**config.mk**
```make
export PLATFORM = sky130hd
export DESIGN_NAME = jpc_ifetch
export DESIGN_NICKNAME = d
export VERILOG_FILES = /design/src/rtl/jpc_pkg.sv /design/src/rtl/jpc_ifetch_fifo.sv /design/src/rtl/jpc_ifetch.sv
export SDC_FILE = /design/constraint.sdc
export NUM_CORES = 1
export LEC_CHECK = 0
export ABC_AREA = 1
export CORE_UTILIZATION = 45
export DETAILED_ROUTE_END_ITERATION = 12
export PLACE_DENSITY = 0.83
export SLEW_MARGIN = 20
export SYNTH_ARGS = -nofsm -noshare
export SYNTH_HDL_FRONTEND = slang
export SYNTH_SLANG_ARGS = --single-unit
```
**constraint.sdc**
```tcl
create_clock -name clk -period 5.05 [get_ports clk]
set_clock_uncertainty 0.2 [all_clocks]
set_input_delay 1.01 -clock clk [delete_from_list [all_inputs] [get_ports clk]]
set_output_delay 1.01 -clock clk [all_outputs]
set_load 0.01 [all_outputs]
```
**src/rtl/jpc_pkg.sv**
```systemverilog
// Shared fetch-unit definitions. ST_HALT exists only when JPC_IFETCH_FAULT_EN is defined.
package jpc_pkg;
    localparam int XLEN       = 32;
    localparam int INSN_BYTES = 4;

    typedef enum logic [1:0] {
        ST_FETCH = 2'd0,
`ifdef JPC_IFETCH_FAULT_EN
        ST_STALL = 2'd1,
        ST_HALT  = 2'd2
`else
        ST_STALL = 2'd1
`endif
    } fetch_state_t;
endpackage

```
**src/rtl/jpc_ifetch_fifo.sv**
```systemverilog
// Instruction/address buffer for the fetch unit: push, pop, flush, full/empty/count.
module jpc_ifetch_fifo
    import jpc_pkg::*;
#(
    parameter int DEPTH = 2
) (
    input  logic                       clk,
    input  logic                       rst,
    input  logic                       push,
    input  logic [XLEN-1:0]            push_data,
    input  logic [XLEN-1:0]            push_addr,
    input  logic                       pop,
    input  logic                       flush,
    output logic [XLEN-1:0]            head_data,
    output logic [XLEN-1:0]            head_addr,
    output logic                       full,
    output logic                       empty,
    output logic [$clog2(DEPTH+1)-1:0] count
);
    localparam int PW = $clog2(DEPTH);
    localparam int CW = $clog2(DEPTH+1);

    logic [XLEN-1:0] data_mem [DEPTH];
    logic [XLEN-1:0] addr_mem [DEPTH];
    logic [PW-1:0]   wr_ptr;
    logic [PW-1:0]   rd_ptr;
    logic [CW-1:0]   cnt;
    logic            do_pop;
    logic            do_push;

    // A push into a full buffer is accepted only when the head leaves in the same cycle.
    assign do_pop  = pop && (cnt != '0);
    assign do_push = push && !flush && ((cnt != CW'(DEPTH)) || do_pop);

    always_ff @(posedge clk or posedge rst) begin
        if (rst) begin
            wr_ptr <= '0;
            rd_ptr <= '0;
            cnt    <= '0;
        end else if (flush) begin
            wr_ptr <= '0;
            rd_ptr <= '0;
            cnt    <= '0;
        end else begin
            wr_ptr <= wr_ptr + PW'(do_push);
            rd_ptr <= rd_ptr + PW'(do_pop);
            cnt    <= cnt + CW'(do_push) - CW'(do_pop);
        end
    end

    always_ff @(posedge clk) begin
        if (do_push) begin
            data_mem[wr_ptr] <= push_data;
            addr_mem[wr_ptr] <= push_addr;
        end
    end

    assign head_data = data_mem[rd_ptr];
    assign head_addr = addr_mem[rd_ptr];
    assign full      = (cnt == CW'(DEPTH));
    assign empty     = (cnt == '0);
    assign count     = cnt;
endmodule

```
**src/rtl/jpc_ifetch.sv**
```systemverilog
// Fetch front end: credit-limited request issue, in-order response capture, redirect flush.
// Optional fetch-fault halt is compiled in only when JPC_IFETCH_FAULT_EN is defined.
module jpc_ifetch
    import jpc_pkg::*;
#(
    parameter int DEPTH = 2
) (
    input  logic            clk,
    input  logic            rst,
    input  logic [XLEN-1:0] pc_I,
    output logic [XLEN-1:0] next_pc_O,
    output logic            pc_enable_O,
    output logic            imem_req_valid_O,
    input  logic            imem_req_ready_I,
    output logic [XLEN-1:0] imem_req_addr_O,
    input  logic            imem_rsp_valid_I,
    input  logic [XLEN-1:0] imem_rsp_data_I,
`ifdef JPC_IFETCH_FAULT_EN
    input  logic            imem_rsp_err_I,
    output logic            fault_O,
    output logic [XLEN-1:0] fault_pc_O,
`endif
    output logic            inst_valid_O,
    input  logic            inst_ready_I,
    output logic [XLEN-1:0] inst_O,
    output logic [XLEN-1:0] inst_pc_O,
    input  logic            redirect_I,
    input  logic [XLEN-1:0] redirect_pc_I
);
    localparam int PW = $clog2(DEPTH);
    localparam int CW = $clog2(DEPTH+1);
    localparam int OW = CW + 1;

    fetch_state_t    state, state_n;
    logic [CW-1:0]   out_cnt, out_cnt_n;
    logic [CW-1:0]   stale_cnt, stale_cnt_n;
    logic [CW-1:0]   fifo_cnt, fifo_cnt_n;
    logic [OW-1:0]   occ, occ_n;
    logic [XLEN-1:0] aq_mem [DEPTH];
    logic [PW-1:0]   aq_wr, aq_wr_n, aq_rd, aq_rd_n;
    logic            redirect, redir_p1;
    logic            credit, credit_n;
    logic            req_valid, req_hs;
    logic            rsp_acc, rsp_live, rsp_err, stage_n;
    logic            rsp_vld_p1;
    logic [XLEN-1:0] rsp_data_p1, rsp_addr_p1;
    logic            push, pop;
    logic            fifo_full, fifo_empty;
    logic [XLEN-1:0] head_data, head_addr;

    assign redirect  = redirect_I && !rst;
    // The staged response still holds a slot, so it counts against credit.
    assign occ       = {1'b0, out_cnt} + {1'b0, fifo_cnt} + OW'(rsp_vld_p1);
    assign credit    = (occ < OW'(DEPTH));
    assign req_valid = !rst && !redirect && (state == ST_FETCH) && credit;
    assign req_hs    = req_valid && imem_req_ready_I;

    assign rsp_acc  = imem_rsp_valid_I && (out_cnt != '0);
    assign rsp_live = rsp_acc && (stale_cnt == '0) && !redirect;
`ifdef JPC_IFETCH_FAULT_EN
    assign rsp_err  = rsp_live && imem_rsp_err_I;
`else
    assign rsp_err  = 1'b0;
`endif
    assign stage_n  = rsp_live && !rsp_err;

    assign inst_valid_O = !rst && !fifo_empty && !redirect && !redir_p1;
    assign pop          = inst_valid_O && inst_ready_I;
    assign push         = rsp_vld_p1 && !redirect && (!fifo_full || pop);

    assign out_cnt_n  = out_cnt + CW'(req_hs) - CW'(rsp_acc);
    assign fifo_cnt_n = redirect ? '0 : (fifo_cnt + CW'(push) - CW'(pop));
    assign occ_n      = {1'b0, out_cnt_n} + {1'b0, fifo_cnt_n} + OW'(stage_n);
    assign credit_n   = (occ_n < OW'(DEPTH));

    assign aq_wr_n = aq_wr + PW'(req_hs);
    assign aq_rd_n = (redirect || rsp_err) ? aq_wr_n : (aq_rd + PW'(rsp_live));

    // Everything still in flight after a redirect or fault belongs to the abandoned stream.
    always_comb begin
        if (redirect || rsp_err)
            stale_cnt_n = out_cnt_n;
        else if (rsp_acc && (stale_cnt != '0))
            stale_cnt_n = stale_cnt - CW'(1);
        else
            stale_cnt_n = stale_cnt;
    end

    always_comb begin
        state_n = credit_n ? ST_FETCH : ST_STALL;
`ifdef JPC_IFETCH_FAULT_EN
        if ((state == ST_HALT) || rsp_err)
            state_n = ST_HALT;
`endif
        if (redirect)
            state_n = ST_FETCH;
    end

    always_ff @(posedge clk or posedge rst) begin
        if (rst) begin
            state      <= ST_FETCH;
            out_cnt    <= '0;
            stale_cnt  <= '0;
            redir_p1   <= 1'b0;
            rsp_vld_p1 <= 1'b0;
            aq_wr      <= '0;
            aq_rd      <= '0;
        end else begin
            state      <= state_n;
            out_cnt    <= out_cnt_n;
            stale_cnt  <= stale_cnt_n;
            redir_p1   <= redirect;
            rsp_vld_p1 <= stage_n;
            aq_wr      <= aq_wr_n;
            aq_rd      <= aq_rd_n;
        end
    end

    // p1: response paired with its request address, written to the buffer next cycle
    always_ff @(posedge clk) begin
        if (req_hs)
            aq_mem[aq_wr] <= pc_I;
        if (rsp_live) begin
            rsp_data_p1 <= imem_rsp_data_I;
            rsp_addr_p1 <= aq_mem[aq_rd];
        end
    end

`ifdef JPC_IFETCH_FAULT_EN
    always_ff @(posedge clk or posedge rst) begin
        if (rst) begin
            fault_O    <= 1'b0;
            fault_pc_O <= '0;
        end else if (redirect) begin
            fault_O    <= 1'b0;
        end else if (rsp_err) begin
            fault_O    <= 1'b1;
            fault_pc_O <= aq_mem[aq_rd];
        end
    end
`endif

    jpc_ifetch_fifo #(
        .DEPTH(DEPTH)
    ) u_fifo (
        .clk       (clk),
        .rst       (rst),
        .push      (push),
        .push_data (rsp_data_p1),
        .push_addr (rsp_addr_p1),
        .pop       (pop),
        .flush     (redirect),
        .head_data (head_data),
        .head_addr (head_addr),
        .full      (fifo_full),
        .empty     (fifo_empty),
        .count     (fifo_cnt)
    );

    assign imem_req_valid_O = req_valid;
    assign imem_req_addr_O  = pc_I;
    assign pc_enable_O      = req_hs || redirect;
    assign next_pc_O        = redirect ? redirect_pc_I :
                              (req_hs ? (pc_I + XLEN'(INSN_BYTES)) : '0);
    assign inst_O           = inst_valid_O ? head_data : '0;
    assign inst_pc_O        = inst_valid_O ? head_addr : '0;
endmodule

```
### After elaboration in Yosys (flattened, before gate mapping)

Memory sizes are Yosys's and may differ from the RTL's. A register that Yosys moved wholly into a read port is not among the register bits.
Cells that the tools add are included.

* memories kept: 3
* bits in latches: 0
* bits of input ports: 102
* memory bits (read-only): 0
* bits in registers: 46
* memory bits (writable): 192

Memory list
* aq_mem: words 2, width 32, rd ports 1, clocked after memory_dff 1, wr ports 1, line jpc_ifetch.sv:39 `logic [XLEN-1:0] aq_mem [DEPTH];`
* u_fifo.addr_mem: words 2, width 32, rd ports 1, clocked after memory_dff 0, wr ports 1, line jpc_ifetch_fifo.sv:24 `logic [XLEN-1:0] addr_mem [DEPTH];`
* u_fifo.data_mem: words 2, width 32, rd ports 1, clocked after memory_dff 0, wr ports 1, line jpc_ifetch_fifo.sv:23 `logic [XLEN-1:0] data_mem [DEPTH];`

* add/subtract/negate cells: 16
* equality and inequality tests: 2
* div/mod/pow operators: 0
* multiplexer cells: 17
* multiply operators: 0
* shift-type cells: 0
* bitwise operators: 0
* order comparisons: 2
* reductions and logical operators: 33

Operators by type and width (count)
* $mux W32: 4
* $add A32 B3 Y32 const B: 1
* $logic_and A1 B1 Y1: 18
* $mux W2: 5
* $mux W1: 8
* $reduce_bool A2 Y1: 4
* $add A2 B1 Y2: 3
* $add A2 B2 Y3: 2
* $add A3 B1 Y3: 2
* $logic_not A2 Y1: 3
* $lt A3 B2 Y1 const B: 2
* $sub A2 B1 Y2: 3
* $logic_not A1 Y1: 5
* $add A1 B1 Y1: 4
* $logic_or A1 B1 Y1: 3
* $eq A2 B2 Y1 const B: 1
* $ne A2 B2 Y1 const B: 1
* $sub A2 B1 Y2 const B: 1

### Longest topological paths before layout

* word-level depth: 16
* gate-level depth with buffers: 16
* mapped depth without buffers: 15

### By module

From an unflattened synthesis, not the netlist that was laid out.

* cell total of the unflattened synthesis: 1125
* area total of the unflattened synthesis: 11822.6 µm²

By module, submodules not included
* jpc_ifetch: sequential area each 4068.9 µm², area an instance 6891.6 µm², instances 1, cells each 755
* jpc_ifetch_fifo: sequential area each 3943.8 µm², area an instance 4931.0 µm², instances 1, cells each 370

### Worst setup path before layout

OpenSTA, ideal clock, no wires.

* kind: input -> register
* from: input rst
* to: memory u_fifo.addr_mem[1][0], enable pin
* path slack: 0.978 ns
* setup time: 0.429 ns
* cell stages on the path: 8
* data required time: 4.421 ns
* data arrival time: 3.443 ns
* cell sequence: inv_2 > nand2_2 > nor2_2 > nand2_2 > nor2_1 > nor3_1 > nor2_1 > ha_1

* cells in the longest elaborated chain, start to end: 12
* elaborated cells between the ends (all ways): 16
* classes of those cells: 2 x mux; 14 x reduce/logical

RTL lines
* start, declared: line jpc_ifetch.sv:9 `input logic rst,`
* $logic_not A1 Y1 (no line) *
* $logic_and A1 B1 Y1: line jpc_ifetch.sv:51 `assign redirect = redirect_I && !rst;`
* $logic_not A1 Y1: line jpc_ifetch_fifo.sv:33, jpc_ifetch.sv:67, jpc_ifetch.sv:69
* $logic_and A1 B1 Y1 (2 in a row): line jpc_ifetch.sv:67 `assign inst_valid_O = !rst && !fifo_empty && !redirect && !redir_p1;`
* $logic_and A1 B1 Y1: line jpc_ifetch.sv:68 `assign pop = inst_valid_O && inst_ready_I;`
* $logic_or A1 B1 Y1: line jpc_ifetch.sv:69 `assign push = rsp_vld_p1 && !redirect && (!fifo_full || pop);`
* $logic_and A1 B1 Y1: line jpc_ifetch.sv:69
* $logic_and A1 B1 Y1: line jpc_ifetch_fifo.sv:33 `assign do_push = push && !flush && ((cnt != CW'(DEPTH)) || do_pop);`
* $logic_and A1 B1 Y1 *: line jpc_ifetch_fifo.sv:33
* $mux W1 *: line jpc_ifetch_fifo.sv:52 `if (do_push) begin`
* $mux W1 (not written as such) *: line jpc_ifetch_fifo.sv:54 `addr_mem[wr_ptr] <= push_addr;`
* end, declared: line jpc_ifetch_fifo.sv:24

Every way passes the cells marked *; elsewhere a longest branch is shown, timed or not.

### Worst setup path after layout

* from: register out_cnt[0]
* to: output next_pc_O[8]

* cells in the longest elaborated chain, start to end: 7

RTL lines
* start, declared: line jpc_ifetch.sv:35 `logic [CW-1:0] out_cnt, out_cnt_n;`
* start signal, assigned: line jpc_ifetch.sv:110 `out_cnt <= out_cnt_n;`
* $add A2 B2 Y3: line jpc_ifetch.sv:53 `assign occ = {1'b0, out_cnt} + {1'b0, fifo_cnt} + OW'(rsp_vld_p1);`
* $add A3 B1 Y3: line jpc_ifetch.sv:53
* $lt A3 B2 Y1: line jpc_ifetch.sv:54 `assign credit = (occ < OW'(DEPTH));`
* $logic_and A1 B1 Y1: line jpc_ifetch.sv:55 `assign req_valid = !rst && !redirect && (state == ST_FETCH) && credit;`
* $logic_and A1 B1 Y1: line jpc_ifetch.sv:56 `assign req_hs = req_valid && imem_req_ready_I;`
* $mux W32: line jpc_ifetch.sv:164 `(req_hs ? (pc_I + XLEN'(INSN_BYTES)) : '0);`
* $mux W32: line jpc_ifetch.sv:163 `assign next_pc_O = redirect ? redirect_pc_I :`
* end, declared: line jpc_ifetch.sv:11 `output logic [XLEN-1:0] next_pc_O,`

Every way passes these cells.

==> metrics.yaml <==
start_util: 0.462
rsz0062_at_grt: "no"
p_per_area_mw_per_mm2: 392
drt_pass1_iterations: 5
leakage_uw: 0.00526
slew_violations: 0
dpl.hpwl_um: 15900
routed_wl_um: 24100
antenna_found_initial: 0
rows: 57
path_clk_slew_ns: 0.06
port_buffers: 232
postCtsHoldBufs: 0
layout-drive-gt1-share: 0.100
setup_tns_ns: 0
drc: 0
ctsLongestPathBuffers: 3
syn-cell-area_mm2: 0.0113
num_vias: 7225
vdd_drop_max_mv: 0.202
grt_pass1_wl_um: 37700
grt_pass1_vias: 7154
critical_path_buf_inv_count: 2
syn_avg_cell_area_um2: 12.4
viasPerCell: 4.95
fin_util: 0.596
cp_top_family: "buffers and inverters"
fin_crit_sh: 0.937
drt_iter0_drc: 485
cpMostUsedCell: "o21ai_0"
core_area_mm2: 0.0245
end_kind: "output pin"
antenna_cells: 0
final-setup-viol-count: 0
io_pins: 233
worstSetupPathType: "reg -> out"
fp.dieH_um: 161
cts_setup_buffers: 0
wl_per_cell_um: 16.5
synth_nets: 1030
min_path_type: "reg -> reg"
cts_buffers: 27
hold_viol_final: 0
ys_ff_latch: 269
dieArea_mm2: 0.0258
ys_seq_area_frac: 0.707
syn_to_final_growth_pct: 29.1
fmax_ghz: 0.211
crit_fanout: 26
period_needed_ns: 4.73
ant_nets: 0
ctsHtreeMaxLevel: 1
max-cap-violations: 0
yosysWarnings: 0
crit_required_ns: 3.84
cts_tree: "built"
cp.arrival_ns: 3.52
grt_start_max_net_pins: 69
crit_chain: "ha_1, a21oi_1, fa_1, nand2_1, nor3_4, nand2_2, clkinv_2, o21ai_0, o21ai_0, clkdlybuf4s50_1"
cts_resized: 0
crit_path_top_delay_cell: "clkdlybuf4s50_1"
ys_types: 32
startpoint_type: "flip-flop"
finalHoldWorstSlack_ns: 0.230
grt_use_total: 0.186
status: "complete, no violations"
die_w_um: 161
grt.overflow.total: 0
relSlewSlack: 0.302
gp_congestion: 0.869
cts_root_buffer: "clkbuf_16"
nNetsFinal: 1238
syn_inst: 912
clk_latency_ns: 0.51
worstMarginPinSlew_ns: 1.05
cp_slowest_stage_delay_ns: 0.57
cts_sinks: 269
final cells by class:
cell class,count,area (um^2)
clock buffers,29,683
multi-input cells,530,2750
flip-flops and latches,269,8010
fillers,1902,9900
clock inverters,17,146
inverters,49,185
well taps,324,405
repair buffers,243,2450
routing by layer:
layer | part of all wire | up-vias | GRT usage
met1 | 0.42 | 3389 | 0.241
met3 | 0.064 | 40 | 0.0302
met5 | 0 | - | 0
met2 | 0.49 | 280 | 0.322
li1 | - | 3516 | -
met4 | 0.024 | 0 | 0.0579
registers in the layout (all words and copies together) (netlist names):
name	flops
u_fifo.data_mem	64
state	1
aq_mem	64
u_fifo.count	2
u_fifo.rd_ptr	1
out_cnt	2
u_fifo.wr_ptr	1
rsp_data_p1	32
rsp_addr_p1	32
aq_wr	1
aq_rd	1
stale_cnt	2
redir_p1	1
rsp_vld_p1	1
u_fifo.addr_mem	64
report_power, final:
| part | switching [uW] | internal (uW) | leakage [uW] |
|---|---|---|---|
| Sequential | 75.9 | 2720 | 0.00247 |
| Clock | 777 | 1080 | 0.000403 |
| Combinational | 609 | 470 | 0.00239 |
placed cells by master (no fill, tap or decap), drive strengths merged:
cell type	synthesis	final
a21o	1	1
a21oi	67	67
a31oi	1	1
and2	3	3
buf	51	11
bufinv	0	2
clkbuf	13	29
clkdlybuf4s50	0	232
clkinv	1	12
clkinvlp	0	2
dfrtp	13	13
edfxtp	256	256
fa	2	2
ha	14	14
inv	48	50
mux2	32	32
nand2	282	282
nand3	32	32
nor2	59	59
nor3	4	4
o21a	1	1
o21ai	17	17
o21bai	3	3
or2	2	2
xnor2	4	4
xor2	6	6
metrics by stage:
| step | worst slack, ns | total power, uW | std cells | area, um^2 |
|---|---|---|---|---|
| finish | 0.317 | 5730 | 1461 | 14600 |
| global route | 0.0164 | 5990 | 1461 | 14600 |
| CTS | 0.312 | 5790 | 1461 | 14600 |
| detailed placement | 0.481 | 3930 | 1415 | 13800 |
| global placement | 0.525 | 3890 | 1415 | 13800 |
| floorplan | 0.978 | 3500 | 912 | 11300 |
cell families after synthesis:
| group | Yosys count | synth area share |
|---|---|---|
| AO/OA/AOI/OAI | 90 | 0.0409 |
| XOR/XNOR | 10 | 0.00773 |
| adder cells (fa/ha/maj) | 16 | 0.0190 |
| buffers and inverters | 113 | 0.0537 |
| flip-flops | 269 | 0.707 |
| multiplexers | 32 | 0.0318 |
| AND/OR/NAND/NOR | 382 | 0.140 |
worst reg2reg max path, cell delays in order (launching register included):
cell,delay [ns]
dfrtp_1,0.41
ha_1,0.30
a21oi_1,0.07
fa_1,0.49
nand2_1,0.09
nor3_4,0.19
nand2_2,0.20
ha_1,0.34
inv_1,0.04
ha_1,0.30
ha_1,0.29
a21o_1,0.19
fa_1,0.44
nor2_1,0.09
nor2_1,0.05
final timing paths:
kind | end | start | depth (start not counted) | slack (ns)
min in group asynchronous | u_fifo.rd_ptr$_DFF_PP0_ | rst | 3 | 0.71
setup reg to reg | state[0]$_DFF_PP0_ | out_cnt[0]$_DFF_PP0_ | 14 | 1.23
hold reg to reg | u_fifo.addr_mem[1][8]$_DFFE_PP_ | rsp_addr_p1[8]$_DFFE_PP_ | 0 | 0.23
setup / recovery | next_pc_O[8] | out_cnt[0]$_DFF_PP0_ | 10 | 0.32
hold / removal | u_fifo.addr_mem[1][8]$_DFFE_PP_ | rsp_addr_p1[8]$_DFFE_PP_ | 0 | 0.23
max in group asynchronous | u_fifo.rd_ptr$_DFF_PP0_ | rst | 3 | 3.75
cells in the mapped netlist:
cell / n / area [um^2]
a21o_1: 1 / 7.51
a21oi_1: 67 / 335
a31oi_1: 1 / 6.26
and2_1: 3 / 18.8
buf_2: 12 / 60.1
buf_4: 33 / 248
buf_6: 6 / 67.6
clkbuf_1: 13 / 48.8
clkinv_2: 1 / 5.00
dfrtp_1: 13 / 325
edfxtp_1: 256 / 7690
fa_1: 2 / 40.0
ha_1: 14 / 175
inv_1: 46 / 173
inv_2: 2 / 7.51
mux2_2: 32 / 360
nand2_1: 275 / 1030
nand2_2: 6 / 37.5
nand2_4: 1 / 11.3
nand3_1: 32 / 160
nor2_1: 44 / 165
nor2_2: 10 / 62.6
nor2_4: 5 / 56.3
nor3_1: 3 / 15.0
nor3_4: 1 / 16.3
o21a_1: 1 / 7.51
o21ai_0: 14 / 70.1
o21ai_1: 3 / 15.0
o21bai_1: 3 / 22.5
or2_2: 2 / 12.5
xnor2_1: 4 / 35.0
xor2_1: 6 / 52.6
(Power assumes the default switching activity.)
